## src/rtl/mem_port_arbiter_if.sv

```systemverilog
// Bus bundle for mem_port_arbiter: both requester handshakes plus the data-memory port.
// slave = arbiter view, master = requesters and RAM view.
interface mem_port_arbiter_if #(
  parameter int ADDR_WIDTH = 14,
  parameter int DATA_WIDTH = 32
);
  logic                  req_a;
  logic                  we_a;
  logic [ADDR_WIDTH-1:0] addr_a;
  logic [DATA_WIDTH-1:0] wdata_a;
  logic                  ack_a;
  logic [DATA_WIDTH-1:0] rdata_a;

  logic                  req_b;
  logic                  we_b;
  logic [ADDR_WIDTH-1:0] addr_b;
  logic [DATA_WIDTH-1:0] wdata_b;
  logic                  ack_b;
  logic [DATA_WIDTH-1:0] rdata_b;

  logic                  mem_en;
  logic                  mem_we;
  logic [ADDR_WIDTH-1:0] mem_addr;
  logic [DATA_WIDTH-1:0] mem_wdata;
  logic [DATA_WIDTH-1:0] mem_rdata;

  logic                  busy;
  logic                  gnt_b;

  modport slave (
    input  req_a, we_a, addr_a, wdata_a,
    input  req_b, we_b, addr_b, wdata_b,
    input  mem_rdata,
    output ack_a, rdata_a, ack_b, rdata_b,
    output mem_en, mem_we, mem_addr, mem_wdata,
    output busy, gnt_b
  );

  modport master (
    output req_a, we_a, addr_a, wdata_a,
    output req_b, we_b, addr_b, wdata_b,
    output mem_rdata,
    input  ack_a, rdata_a, ack_b, rdata_b,
    input  mem_en, mem_we, mem_addr, mem_wdata,
    input  busy, gnt_b
  );
endinterface

```

## src/rtl/mem_port_arbiter.sv

```systemverilog
// Two-port arbiter for the single-port data RAM (CPU port A, loader/DMA port B), round-robin.
// Optional macro ARB_B_PRIORITY_EN: port B always wins a simultaneous request.
module mem_port_arbiter #(
  parameter int ADDR_WIDTH = 14,
  parameter int DATA_WIDTH = 32
) (
  input  logic                clk,
  input  logic                rst,
  mem_port_arbiter_if.slave   bus
);

  typedef enum logic [1:0] {
    IDLE  = 2'd0,
    ISSUE = 2'd1,
    CAPT  = 2'd2,
    RESP  = 2'd3
  } state_t;

  state_t                r_state;
  state_t                w_state_n;

  logic                  r_ack_a;
  logic                  r_ack_b;
  logic                  r_mem_en;
  logic                  r_mem_we;
  logic [ADDR_WIDTH-1:0] r_mem_addr;
  logic [DATA_WIDTH-1:0] r_mem_wdata;
  logic [DATA_WIDTH-1:0] r_rdata_a;
  logic [DATA_WIDTH-1:0] r_rdata_b;
  logic                  r_busy;
  logic                  r_gnt_b;

  logic                  w_ack_a_n;
  logic                  w_ack_b_n;
  logic                  w_mem_en_n;
  logic                  w_mem_we_n;
  logic [ADDR_WIDTH-1:0] w_mem_addr_n;
  logic [DATA_WIDTH-1:0] w_mem_wdata_n;
  logic [DATA_WIDTH-1:0] w_rdata_a_n;
  logic [DATA_WIDTH-1:0] w_rdata_b_n;
  logic                  w_busy_n;
  logic                  w_gnt_b_n;

  logic                  w_any_req;
  logic                  w_grant_b;

  assign w_any_req = bus.req_a || bus.req_b;

`ifdef ARB_B_PRIORITY_EN
  assign w_grant_b = bus.req_b;
`else
  logic r_last_b;
  logic w_tie;

  assign w_tie     = bus.req_a && bus.req_b;
  // On a tie the port that did not win the previous tie gets the grant.
  assign w_grant_b = w_tie ? !r_last_b : bus.req_b;

  always_ff @(posedge clk) begin
    if (rst) begin
      r_last_b <= 1'b1;
    end else if (r_state == IDLE && w_tie) begin
      r_last_b <= w_grant_b;
    end
  end
`endif

  always_comb begin
    w_state_n     = r_state;
    w_ack_a_n     = 1'b0;
    w_ack_b_n     = 1'b0;
    w_mem_en_n    = 1'b0;
    w_mem_we_n    = 1'b0;
    w_mem_addr_n  = r_mem_addr;
    w_mem_wdata_n = r_mem_wdata;
    w_rdata_a_n   = r_rdata_a;
    w_rdata_b_n   = r_rdata_b;
    w_busy_n      = r_busy;
    w_gnt_b_n     = r_gnt_b;

    unique case (r_state)
      IDLE: begin
        if (w_any_req) begin
          w_state_n     = ISSUE;
          w_mem_en_n    = 1'b1;
          w_mem_we_n    = w_grant_b ? bus.we_b    : bus.we_a;
          w_mem_addr_n  = w_grant_b ? bus.addr_b  : bus.addr_a;
          w_mem_wdata_n = w_grant_b ? bus.wdata_b : bus.wdata_a;
          w_gnt_b_n     = w_grant_b;
          w_busy_n      = 1'b1;
        end
      end
      ISSUE: begin
        // Writes skip CAPT, so their ack is raised on the way into RESP here.
        if (r_mem_we) begin
          w_state_n = RESP;
          w_ack_a_n = !r_gnt_b;
          w_ack_b_n = r_gnt_b;
        end else begin
          w_state_n = CAPT;
        end
      end
      CAPT: begin
        if (r_gnt_b) begin
          w_rdata_b_n = bus.mem_rdata;
        end else begin
          w_rdata_a_n = bus.mem_rdata;
        end
        w_ack_a_n = !r_gnt_b;
        w_ack_b_n = r_gnt_b;
        w_state_n = RESP;
      end
      RESP: begin
        w_state_n = IDLE;
        w_busy_n  = 1'b0;
      end
      default: begin
        w_state_n = IDLE;
        w_busy_n  = 1'b0;
      end
    endcase
  end

  always_ff @(posedge clk) begin
    if (rst) begin
      r_state     <= IDLE;
      r_ack_a     <= 1'b0;
      r_ack_b     <= 1'b0;
      r_mem_en    <= 1'b0;
      r_mem_we    <= 1'b0;
      r_mem_addr  <= '0;
      r_mem_wdata <= '0;
      r_rdata_a   <= '0;
      r_rdata_b   <= '0;
      r_busy      <= 1'b0;
      r_gnt_b     <= 1'b0;
    end else begin
      r_state     <= w_state_n;
      r_ack_a     <= w_ack_a_n;
      r_ack_b     <= w_ack_b_n;
      r_mem_en    <= w_mem_en_n;
      r_mem_we    <= w_mem_we_n;
      r_mem_addr  <= w_mem_addr_n;
      r_mem_wdata <= w_mem_wdata_n;
      r_rdata_a   <= w_rdata_a_n;
      r_rdata_b   <= w_rdata_b_n;
      r_busy      <= w_busy_n;
      r_gnt_b     <= w_gnt_b_n;
    end
  end

  assign bus.ack_a     = r_ack_a;
  assign bus.ack_b     = r_ack_b;
  assign bus.rdata_a   = r_rdata_a;
  assign bus.rdata_b   = r_rdata_b;
  assign bus.mem_en    = r_mem_en;
  assign bus.mem_we    = r_mem_we;
  assign bus.mem_addr  = r_mem_addr;
  assign bus.mem_wdata = r_mem_wdata;
  assign bus.busy      = r_busy;
  assign bus.gnt_b     = r_gnt_b;

endmodule

```

## src/flat_wrapper.sv

```systemverilog
// flat-port wrapper written by rule: the top's interface ports become plain ports
module mem_port_arbiter_flat 
#(
  parameter int ADDR_WIDTH = 14,
  parameter int DATA_WIDTH = 32
)
  (clk, rst, bus_req_a, bus_we_a, bus_addr_a, bus_wdata_a, bus_req_b, bus_we_b, bus_addr_b, bus_wdata_b, bus_mem_rdata, bus_ack_a, bus_rdata_a, bus_ack_b, bus_rdata_b, bus_mem_en, bus_mem_we, bus_mem_addr, bus_mem_wdata, bus_busy, bus_gnt_b);
  mem_port_arbiter_if #(.ADDR_WIDTH(ADDR_WIDTH), .DATA_WIDTH(DATA_WIDTH)) bus_i ();
  input  logic clk;
  input  logic rst;
  input wire logic [$bits(bus_i.req_a)-1:0] bus_req_a;
  input wire logic [$bits(bus_i.we_a)-1:0] bus_we_a;
  input wire logic [$bits(bus_i.addr_a)-1:0] bus_addr_a;
  input wire logic [$bits(bus_i.wdata_a)-1:0] bus_wdata_a;
  input wire logic [$bits(bus_i.req_b)-1:0] bus_req_b;
  input wire logic [$bits(bus_i.we_b)-1:0] bus_we_b;
  input wire logic [$bits(bus_i.addr_b)-1:0] bus_addr_b;
  input wire logic [$bits(bus_i.wdata_b)-1:0] bus_wdata_b;
  input wire logic [$bits(bus_i.mem_rdata)-1:0] bus_mem_rdata;
  output wire logic [$bits(bus_i.ack_a)-1:0] bus_ack_a;
  output wire logic [$bits(bus_i.rdata_a)-1:0] bus_rdata_a;
  output wire logic [$bits(bus_i.ack_b)-1:0] bus_ack_b;
  output wire logic [$bits(bus_i.rdata_b)-1:0] bus_rdata_b;
  output wire logic [$bits(bus_i.mem_en)-1:0] bus_mem_en;
  output wire logic [$bits(bus_i.mem_we)-1:0] bus_mem_we;
  output wire logic [$bits(bus_i.mem_addr)-1:0] bus_mem_addr;
  output wire logic [$bits(bus_i.mem_wdata)-1:0] bus_mem_wdata;
  output wire logic [$bits(bus_i.busy)-1:0] bus_busy;
  output wire logic [$bits(bus_i.gnt_b)-1:0] bus_gnt_b;
  assign bus_i.req_a = bus_req_a;
  assign bus_i.we_a = bus_we_a;
  assign bus_i.addr_a = bus_addr_a;
  assign bus_i.wdata_a = bus_wdata_a;
  assign bus_i.req_b = bus_req_b;
  assign bus_i.we_b = bus_we_b;
  assign bus_i.addr_b = bus_addr_b;
  assign bus_i.wdata_b = bus_wdata_b;
  assign bus_i.mem_rdata = bus_mem_rdata;
  assign bus_ack_a = bus_i.ack_a;
  assign bus_rdata_a = bus_i.rdata_a;
  assign bus_ack_b = bus_i.ack_b;
  assign bus_rdata_b = bus_i.rdata_b;
  assign bus_mem_en = bus_i.mem_en;
  assign bus_mem_we = bus_i.mem_we;
  assign bus_mem_addr = bus_i.mem_addr;
  assign bus_mem_wdata = bus_i.mem_wdata;
  assign bus_busy = bus_i.busy;
  assign bus_gnt_b = bus_i.gnt_b;
  mem_port_arbiter #(.ADDR_WIDTH(ADDR_WIDTH), .DATA_WIDTH(DATA_WIDTH)) u_core (.clk(clk), .rst(rst), .bus(bus_i));
endmodule
```

## config.mk

```make
export PLATFORM = sky130hd
export DESIGN_NAME = mem_port_arbiter_flat
export DESIGN_NICKNAME = d
export VERILOG_FILES = /design/src/rtl/mem_port_arbiter_if.sv /design/src/rtl/mem_port_arbiter.sv /design/src/flat_wrapper.sv
export SDC_FILE = /design/constraint.sdc
export NUM_CORES = 1
export LEC_CHECK = 0
export CAP_MARGIN = 20
export CORE_MARGIN = 4
export CORE_UTILIZATION = 36
export CTS_CLUSTER_SIZE = 30
export DETAILED_ROUTE_END_ITERATION = 16
export GPL_ROUTABILITY_DRIVEN = 0
export PLACE_DENSITY = 0.76
export SYNTH_ARGS = -nofsm -noshare
export SYNTH_HDL_FRONTEND = slang
export SYNTH_SLANG_ARGS = --single-unit
```

## constraint.sdc

```tcl
create_clock -name clk -period 1.45 [get_ports clk]
set_clock_uncertainty 0.1 [all_clocks]
set_input_delay 0.435 -clock clk [delete_from_list [all_inputs] [get_ports clk]]
set_output_delay 0.435 -clock clk [all_outputs]
set_load 0.005 [all_outputs]
```

## Word-level counts from Yosys, hierarchy flattened

Index checks and enable logic that the tools add are counted.

| operators by class | value |
|---|---|
| eq/ne operators | 4 |
| multiplexer cells | 14 |
| bitwise gates (word level) | 3 |
| reductions and logical operators | 13 |

Operators by type and width:

| kind | number |
|---|---|
| $mux 32 | 1 |
| $mux 14 | 1 |
| $pmux 2 s4 | 1 |
| $reduce_and 2->1 | 4 |
| $mux 1 | 7 |
| $pmux 1 s2 | 3 |
| $eq 2x2->1 const B | 2 |
| $not 1->1 | 3 |
| $reduce_or 3->1 | 1 |
| $eq 2x1->1 const B | 1 |
| $logic_and 1x1->1 | 2 |
| $logic_not 1->1 | 2 |
| $logic_not 2->1 | 1 |
| $mux 2 | 1 |
| $ne 2x1->1 const B | 1 |
| $reduce_bool 2->1 | 1 |
| $reduce_or 2->1 | 1 |
| $logic_or 1x1->1 | 1 |

| storage, ports and cells | value |
|---|---|
| register bits after elaboration | 119 |
| bits of input ports | 130 |
| logic and storage cells | 46 |

## Depth between registers and ports, before layout

Gate-level depths: netlist of the first run.

| depth | value |
|---|---|
| depth in word-level cells | 3 |
| mapped depth | 7 |
| depth with buffers taken out | 5 |

## Worst setup path after synthesis of the first run

No wires, ideal clock.

| timing | value |
|---|---|
| path type | register to register |
| start point | reg u_core.r_state[0] |
| end point | reg u_core.r_mem_wdata[22], in the netlist u_core.bus.mem_wdata[22] |
| library setup time | 80 ps |
| arrival | 1360 ps |
| setup slack | -90 ps |
| cell stages (with the launch flop) | 8 |
| path buffers | 2 |
| period minus slack after synthesis | 1540 ps |
| cells stage by stage | dfxtp_1 -> inv_1 -> ha_1 -> o21ai_2 -> buf_4 -> buf_4 -> a21oi_1 -> a211oi_2 |

| on the way | value |
|---|---|
| longest elaborated chain between the ends | 2 |

RTL lines:

| item | RTL line | text |
|---|---|---|
| from (decl) | mem_port_arbiter.sv:19 | `state_t r_state;` |
| from (signal assigned) | mem_port_arbiter.sv:138 | `r_state <= w_state_n;` |
| $logic_not 2->1 | mem_port_arbiter.sv:81 | `unique case (r_state)` |
| $reduce_and 2->1 (no source line) | - |  |
| to (signal assigned) | mem_port_arbiter.sv:144 | `r_mem_wdata <= w_mem_wdata_n;` |
| to (decl) | mem_port_arbiter.sv:27 | `logic [DATA_WIDTH-1:0] r_mem_wdata;` |

No other way between the ends.
A chain may end at the register's enable or synchronous reset.

## Worst setup path in the final report of the first run

| timing | value |
|---|---|
| start point | reg u_core.r_state[1] |
| end point | reg u_core.r_state[0] |

| on the way | value |
|---|---|
| longest elaborated chain between the ends | 2 |
| elaborated cells between the ends (all ways) | 6 |
| those cells by class | eq/ne: 4; mux: 1; reduce/logical: 1 |

RTL lines:

| item | RTL line |
|---|---|
| $eq 2x2->1 (tied with other cells) | mem_port_arbiter.sv:81 |
| $pmux 2 s4 / $ne 2x1->1 (equally long branches) | - |

Parallel ways exist; a longest one is shown, timed or not.

==> impl_metrics.yaml, run 1 <==
setup_path:
  ff2ff_setup_slack_ps: -20
  critical_path.startpoint_type: "register"
  crit_path_end_kind: "register"
  data_required_time_of_the_critical_path_ps: 1660
  crit_arrival_ps: 1680
  timing.setup.critical_path_class: "register to register"
  worst-path-max-fanout: 4
  timing.reg2reg.worst_path_depth: 4
  crit-reg2reg-capture: "u_core.r_state[0]"
  crit-reg2reg-launch: "u_core.r_state[1]"
clock_tree:
  numClockSinks: 119
  clock_tree.buffer_depth: 2
  cts_made_buffers: 17
  cts_hold_repair.buffers: 0
  clock-root-buffer: "clkbuf_16"
  cts-htree-levels: 4
  tritoncts_clock_tree: "built"
  clk_latency_ps: 410
  cts.reportedPaths.clkPinSlew_ps: 50
worst_hold_path:
  hp-class: "primary input to register"
  worst_hold_startpoint: "rst"
  timing.hold.worst_path_depth: 2
  worst_hold_path.endpoint: "u_core.bus.mem_addr[7]"
pwr:
  ir_drop_v: 0.001030
  post-layout-total-power_mw: 15.43
  power_density_mw_per_mm2: 1858
  cellLeakagePower_nw: 3.461
timing:
  rsz_0062_raised_after_global_routing: "true"
  timing.final.max_slew_violations: 0
  min_period_ps: 1467
  tightest_slew_ps: 293.7
  timing.final.hold_violations: 0
  timing.hold.ws_ps: 227.8
  layout_worst_path_cycle_share_pct: 101.2
  max_transition_margin_pct: 79.86
  max_freq_mhz: 681.7
  post-route-worst-setup-slack_ps: -17.01
  setup_viol: 1
  fin_tns_setup_ps: -17.01
route:
  wl_per_cell_um: 17.75
  viasPerCell: 5.101
  routed_wl_mm: 18.32
  drcViolationCount: 0
  ant_nets: 0
  drtPass1Iterations: 5
  drt_iter0_drc: 334
  number_of_vias_in_the_routed_layout: 5264
status:
  failed_checks: "negative setup slack"
  outcome: "finished, violations left"
global_routing:
  grt.met3_usage_pct: 9.809
  grt.busiest_layer: "met2"
  met1_usage_pct: 23.27
  grt.overflow.total: 0
  largest_net_degree_at_the_start_of_global_routing: 34
  grt_pass1_wl_mm: 26.37
  number_of_global_route_vias_before_repair: 5309
  grt_use_met2_pct: 38.43
  antenna_found_initial: 1
  track_usage_pct: 22.28
synth:
  main_combinational_cell_family_by_area_after_synthesis: "compound AO/OA/AOI/OAI gates"
  synth.yosys.seq_area_share_pct: 49.22
  synth_xor_xnor_area_share_pct: 0.1810
  synthesis.area_mm2: 0.004840
  synth-seq-cells: 119
  synth-simple-area-share_pct: 18.74
  yosys_warnings: 0
  post_synth.cell_area_avg_um2: 8.402
  synth-compound-area-share_pct: 25.00
  yosys.area_share.adder_pct: 1.293
  synth_cells: 576
  ys_types: 31
  postSynthNetCount: 711
  synth_mux_area_share_pct: 0.4137
die:
  core.rowCount: 42
  initial_utilization_pct: 36.69
  fp.dieH_um: 123.9
  die_w_um: 123.9
  coreArea_mm2: 0.01319
  die_outline_area_mm2: 0.01536
  floorplan.io_pins: 246
job:
  max_cap_violations: 0
place:
  pre_cts_ws_ps: -602.1
  io_buffer_count: 245
  place.detailed.hpwl_mm: 12.00
layout:
  syn_to_final_growth_pct: 71.64
  drive_gt1_share_pct: 45.26
  numnets_final: 978
[metrics by stage]
stage / instance area (um^2) / cells / utilization [%]
3_5_place_dp: 7666 / 979 / 58.12
5_1_grt: 8307 / 1032 / 62.98
3_3_place_gp: 7666 / 979 / 58.12
2_1_floorplan: 4865 / 576 / -
6_report: 8307 / 1032 / 62.98
4_1_cts: 8060 / 1027 / 61.11
[synthesized netlist by cell type, drive strengths merged]
cell    count  area share (%)
a211oi     48              11
a21bo       1            0.21
a21boi      1            0.23
a21oi     111              13
a221oi      1            0.18
a22oi       1            0.16
and2        1            0.13
buf        25             3.3
clkbuf     22             1.7
dfxtp     119              49
ha          5             1.3
inv         2            0.16
mux2i       2            0.41
nand2     175              14
nand2b      2            0.26
nand3       1            0.10
nor2       50             3.9
nor2b       1            0.13
nor3        1            0.10
nor4b       1            0.18
nor4bb      1            0.21
o21a        1            0.16
o21ai       2            0.28
or3b        1            0.18
xor2        1            0.18
[worst max path at each step]
stage,end,start,depth (start not counted)
after floorplan,u_core.bus.mem_wdata[10],u_core.r_state[1],7
after global placement,u_core.bus.mem_addr[2],bus_req_b,6
after detailed placement,u_core.r_state[0],bus_req_b,4
after CTS,u_core.r_state[0],u_core.r_state[0],4
after global routing,u_core.r_state[1],u_core.r_state[1],5
final,u_core.r_state[0],u_core.r_state[1],4
[registers in the layout (all words and copies together) (netlist names)]
register              flops
u_core.bus.rdata_b       32
u_core.bus.gnt_b          1
u_core.bus.mem_en         1
u_core.bus.mem_addr      14
u_core.bus.ack_a          1
u_core.bus.mem_we         1
u_core.r_state            2
u_core.bus.mem_wdata     32
u_core.r_last_b           1
u_core.bus.ack_b          1
u_core.bus.rdata_a       32
u_core.bus.busy           1
[logic make-up (layout without fill, tap and decap cells)]
logic type | Yosys count | after routing
buf+inv | 49 | 328
compound gates | 166 | 166
mux | 2 | 2
xor+xnor | 1 | 1
other cells | 0 | 1
flops | 119 | 119
simple gates | 234 | 234
fa+ha+maj | 5 | 5
[area by class of cell]
class	count	area, um^2
clock inverters	12	201.4
flip-flops and latches	119	2506
inverters	2	10.01
diodes	1	2.502
clock buffers	19	442.9
fillers	1077	4883
repair buffers	295	2527
multi-input cells	408	2396
well taps	176	220.2
[what timing repair did]
action,4_1_cts,5_1_grt
cloned,2,4
setup endpoints to repair,183,75
pin swaps,6,31
gates resized for setup,571,42
setup buffers,15,1
[power breakdown]
part / switching (mW) / internal [mW]
Combinational: 3.15 / 3.09
Clock: 1.50 / 3.08
Sequential: 0.426 / 4.19
Total: 5.08 / 10.4
[worst max-delay path, stage by stage, from the launching register on]
cell and delay (ps):
dfxtp_4 360, inv_4 60, ha_4 160, or3b_4 420, a221oi_2 280
[routing by layer]
metal	share of wire, %	routed length (um)
met1	35	6467
met2	50	9189
met3	11	2052
met4	3.3	607
met5	0	0
[layout by cell type, fill, tap and decap left out, drive strengths merged, types with 5 or more instances in the layout]
cell / netlist / layout
ha: 5 / 5
buf: 25 / 163
clkbuf: 22 / 23
clkdlybuf4s50: 0 / 126
nor2: 50 / 50
a211oi: 48 / 48
dfxtp: 119 / 119
nand2: 175 / 175
clkinvlp: 0 / 5
a21oi: 111 / 111
bufinv: 0 / 5
Power figures use the tool's default switching activity.
==> run 2, diff against run 1 <==
==> constraint.sdc (replaced) <==
create_clock -name clk -period 1.45 [get_ports clk]
set_clock_uncertainty 0.1 [all_clocks]
set_input_delay 0.29 -clock clk [delete_from_list [all_inputs] [get_ports clk]]
set_output_delay 0.29 -clock clk [all_outputs]
set_load 0.005 [all_outputs]
==> impl_metrics.yaml, run 2 (synthesis gave the netlist of run 1 again) <==
die:
  coreArea_mm2: 0.01319
  fp.dieH_um: 123.9
  floorplan.io_pins: 246
  die_w_um: 123.9
  die_outline_area_mm2: 0.01536
  initial_utilization_pct: 36.69
  core.rowCount: 42
layout:
  final_cell_mix: "153 x nand2_1, 127 x clkdlybuf4s50_1, 114 x dfxtp_1"
  layoutNonFillerInstCount: 1026
  postLayoutCoreUtil_pct: 66.24
  fin_area_mm2: 0.008737
  layout.cells.most_common: "nand2_1"
  drive_gt1_share_pct: 23.20
  syn_to_final_growth_pct: 80.53
  numnets_final: 971
clock_tree:
  tritoncts_clock_tree: "built"
  clk_latency_ps: 410
  clock_tree.buffer_depth: 2
  cts-htree-levels: 4
  numClockSinks: 119
  cts.reportedPaths.clkPinSlew_ps: 60
  cts_hold_repair.buffers: 0
  cts_made_buffers: 17
  clock-root-buffer: "clkbuf_16"
route:
  drtPass1Iterations: 5
  drcViolationCount: 0
  wl_per_cell_um: 18.02
  routed_wl_mm: 18.49
  ant_nets: 0
  number_of_vias_in_the_routed_layout: 5217
  drt_iter0_drc: 289
  viasPerCell: 5.085
pwr:
  cellLeakagePower_nw: 3.789
  ir_drop_v: 0.0008309
  p_sw_mw: 5.191
  power.share.switching_pct: 34.13
  p_clk_share_pct: 28.1
  seq_power_share_pct: 29.4
  power_density_mw_per_mm2: 1741
  power_report.internal_total_mw: 10.02
  combinational_power_share_pct: 42.5
  post-layout-total-power_mw: 15.21
worst_hold_path:
  hp-class: "primary input to register"
  worst_hold_startpoint: "rst"
global_routing:
  grt.overflow.total: 0
  grt_pass1_wl_mm: 26.68
  largest_net_degree_at_the_start_of_global_routing: 65
  antenna_found_initial: 1
  track_usage_pct: 22.55
  number_of_global_route_vias_before_repair: 5299
setup_path:
  critical_path.n_buffers_inverters: 1
  cp_top_family: "simple AND/OR/NAND/NOR gates"
  crit-reg2reg-launch: "u_core.r_state[1]"
  timing.setup.critical_path_class: "register to register"
  critical_path.startpoint_type: "register"
  data_required_time_of_the_critical_path_ps: 1660
  critPathMaxStageDelay_ps: 420
  cp_cell_sequence: "inv_2 -> ha_4 -> or3b_4 -> a221oi_2"
  critical_path.slowest_cell: "or3b_4"
  crit_path_start: "u_core.r_state[1]"
  crit_path_end_kind: "register"
  crit_arrival_ps: 1710
  worst-path-max-fanout: 5
timing:
  timing.final.max_slew_violations: 0
  min_period_ps: 1495
  layout_worst_path_cycle_share_pct: 103.1
  max_freq_mhz: 669.0
  max_transition_margin_pct: 77.07
  fin_tns_setup_ps: -494.6
  post-route-worst-setup-slack_ps: -44.78
  tightest_slew_ps: 344.0
  setup_viol: 33
  timing.final.hold_violations: 0
  rsz_0062_raised_after_global_routing: "true"
place:
  io_buffer_count: 245
  place.detailed.hpwl_mm: 12.08
  place_area_mm2: 0.007689
  dpl.cell_count: 982
status:
  outcome: "finished, violations left"
  failed_checks: "negative setup slack"
job:
  max_cap_violations: 0
## run 2: cell types whose count changed in the layout (fill, tap and decap cells not counted), moves of 4 or more
| cell | before | now |
|---|---|---|
| buf_2 | 114 | 0 |
| dlygate4sd2_1 | 2 | 110 |
| dfxtp_1 | 22 | 114 |
| dfxtp_2 | 96 | 4 |
| nand2_1 | 175 | 153 |
| nand2_4 | 0 | 20 |
| buf_4 | 33 | 19 |
| a21oi_1 | 78 | 68 |
| a21oi_2 | 33 | 42 |
| clkdlybuf4s15_1 | 0 | 7 |
| buf_6 | 0 | 5 |
| nor2_1 | 46 | 50 |
| nor2_2 | 4 | 0 |
## run 2: per-layer routing
layer | routed length (um) | share of wire, % | global-route usage [%] | vias up
met1 | 6672 | 36 | 22.99 | 2481
met2 | 9496 | 51 | 40.76 | 235
met4 | 458 | 2.5 | 9.446 | 0
met5 | 0 | 0 | 0 | -
met3 | 1861 | 10 | 9.037 | 39
li1 | - | - | - | 2462
## run 2: repair_timing
action | 4_1_cts | 5_1_grt
pin swaps | 7 | 45
gates cloned | 3 | 4
buffers inserted | 3 | 2
endpoints found under the setup margin | 221 | 94
resized for setup | 141 | 85
## run 2: path summary, 6_finish.rpt
path	slack, ps	end	depth (start not counted)
worst max-delay path	-40	u_core.r_state[0]	4
worst min-delay path	150	u_core.r_state[1]	2
worst min register to register	350	u_core.bus.rdata_b[6]	2
worst max register to register	-40	u_core.r_state[0]	4
## run 2: layout make-up
| class | count | area [um^2] |
|---|---|---|
| Fill cell | 1061 | 4453 |
| Timing Repair Buffer | 288 | 2942 |
| Multi-Input combinational cell | 408 | 2572 |
| Sequential cell | 119 | 2391 |
| Clock buffer | 20 | 446.7 |
| Tap cell | 176 | 220.2 |
| Clock inverter | 12 | 152.6 |
| Inverter | 2 | 10.01 |
| Antenna cell | 1 | 2.502 |
## run 2: worst register-to-register path: cells and delay by family (launching register included)
kind            cells  cell delay [ps]
flops               1              350
fa+ha+maj           1              180
buf+inv             1               80
compound gates      1              270
simple gates        1              420
## run 2: power by group through the flow
| stage | Sequential, mW | Combinational [mW] | Clock (mW) |
|---|---|---|---|
| 6_report | 4.47 | 6.46 | 4.27 |
| 5_1_grt | 4.56 | 6.96 | 4.50 |
| 4_1_cts | 4.45 | 5.83 | 4.32 |
| 3_5_place_dp | 4.53 | 5.68 | 0 |
| 3_3_place_gp | 4.48 | 5.49 | 0 |
| 2_1_floorplan | 4.56 | 2.78 | 0 |
## run 2: per-stage QoR
step | hold slack (ps) | worst slack [ps]
after global placement | 341.3 | -358.2
final | 152.1 | -44.78
after CTS | 122.5 | -43.95
after global routing | 144.0 | -95.88
after detailed placement | 349.4 | -439.1
after floorplan | 326.0 | -3.498
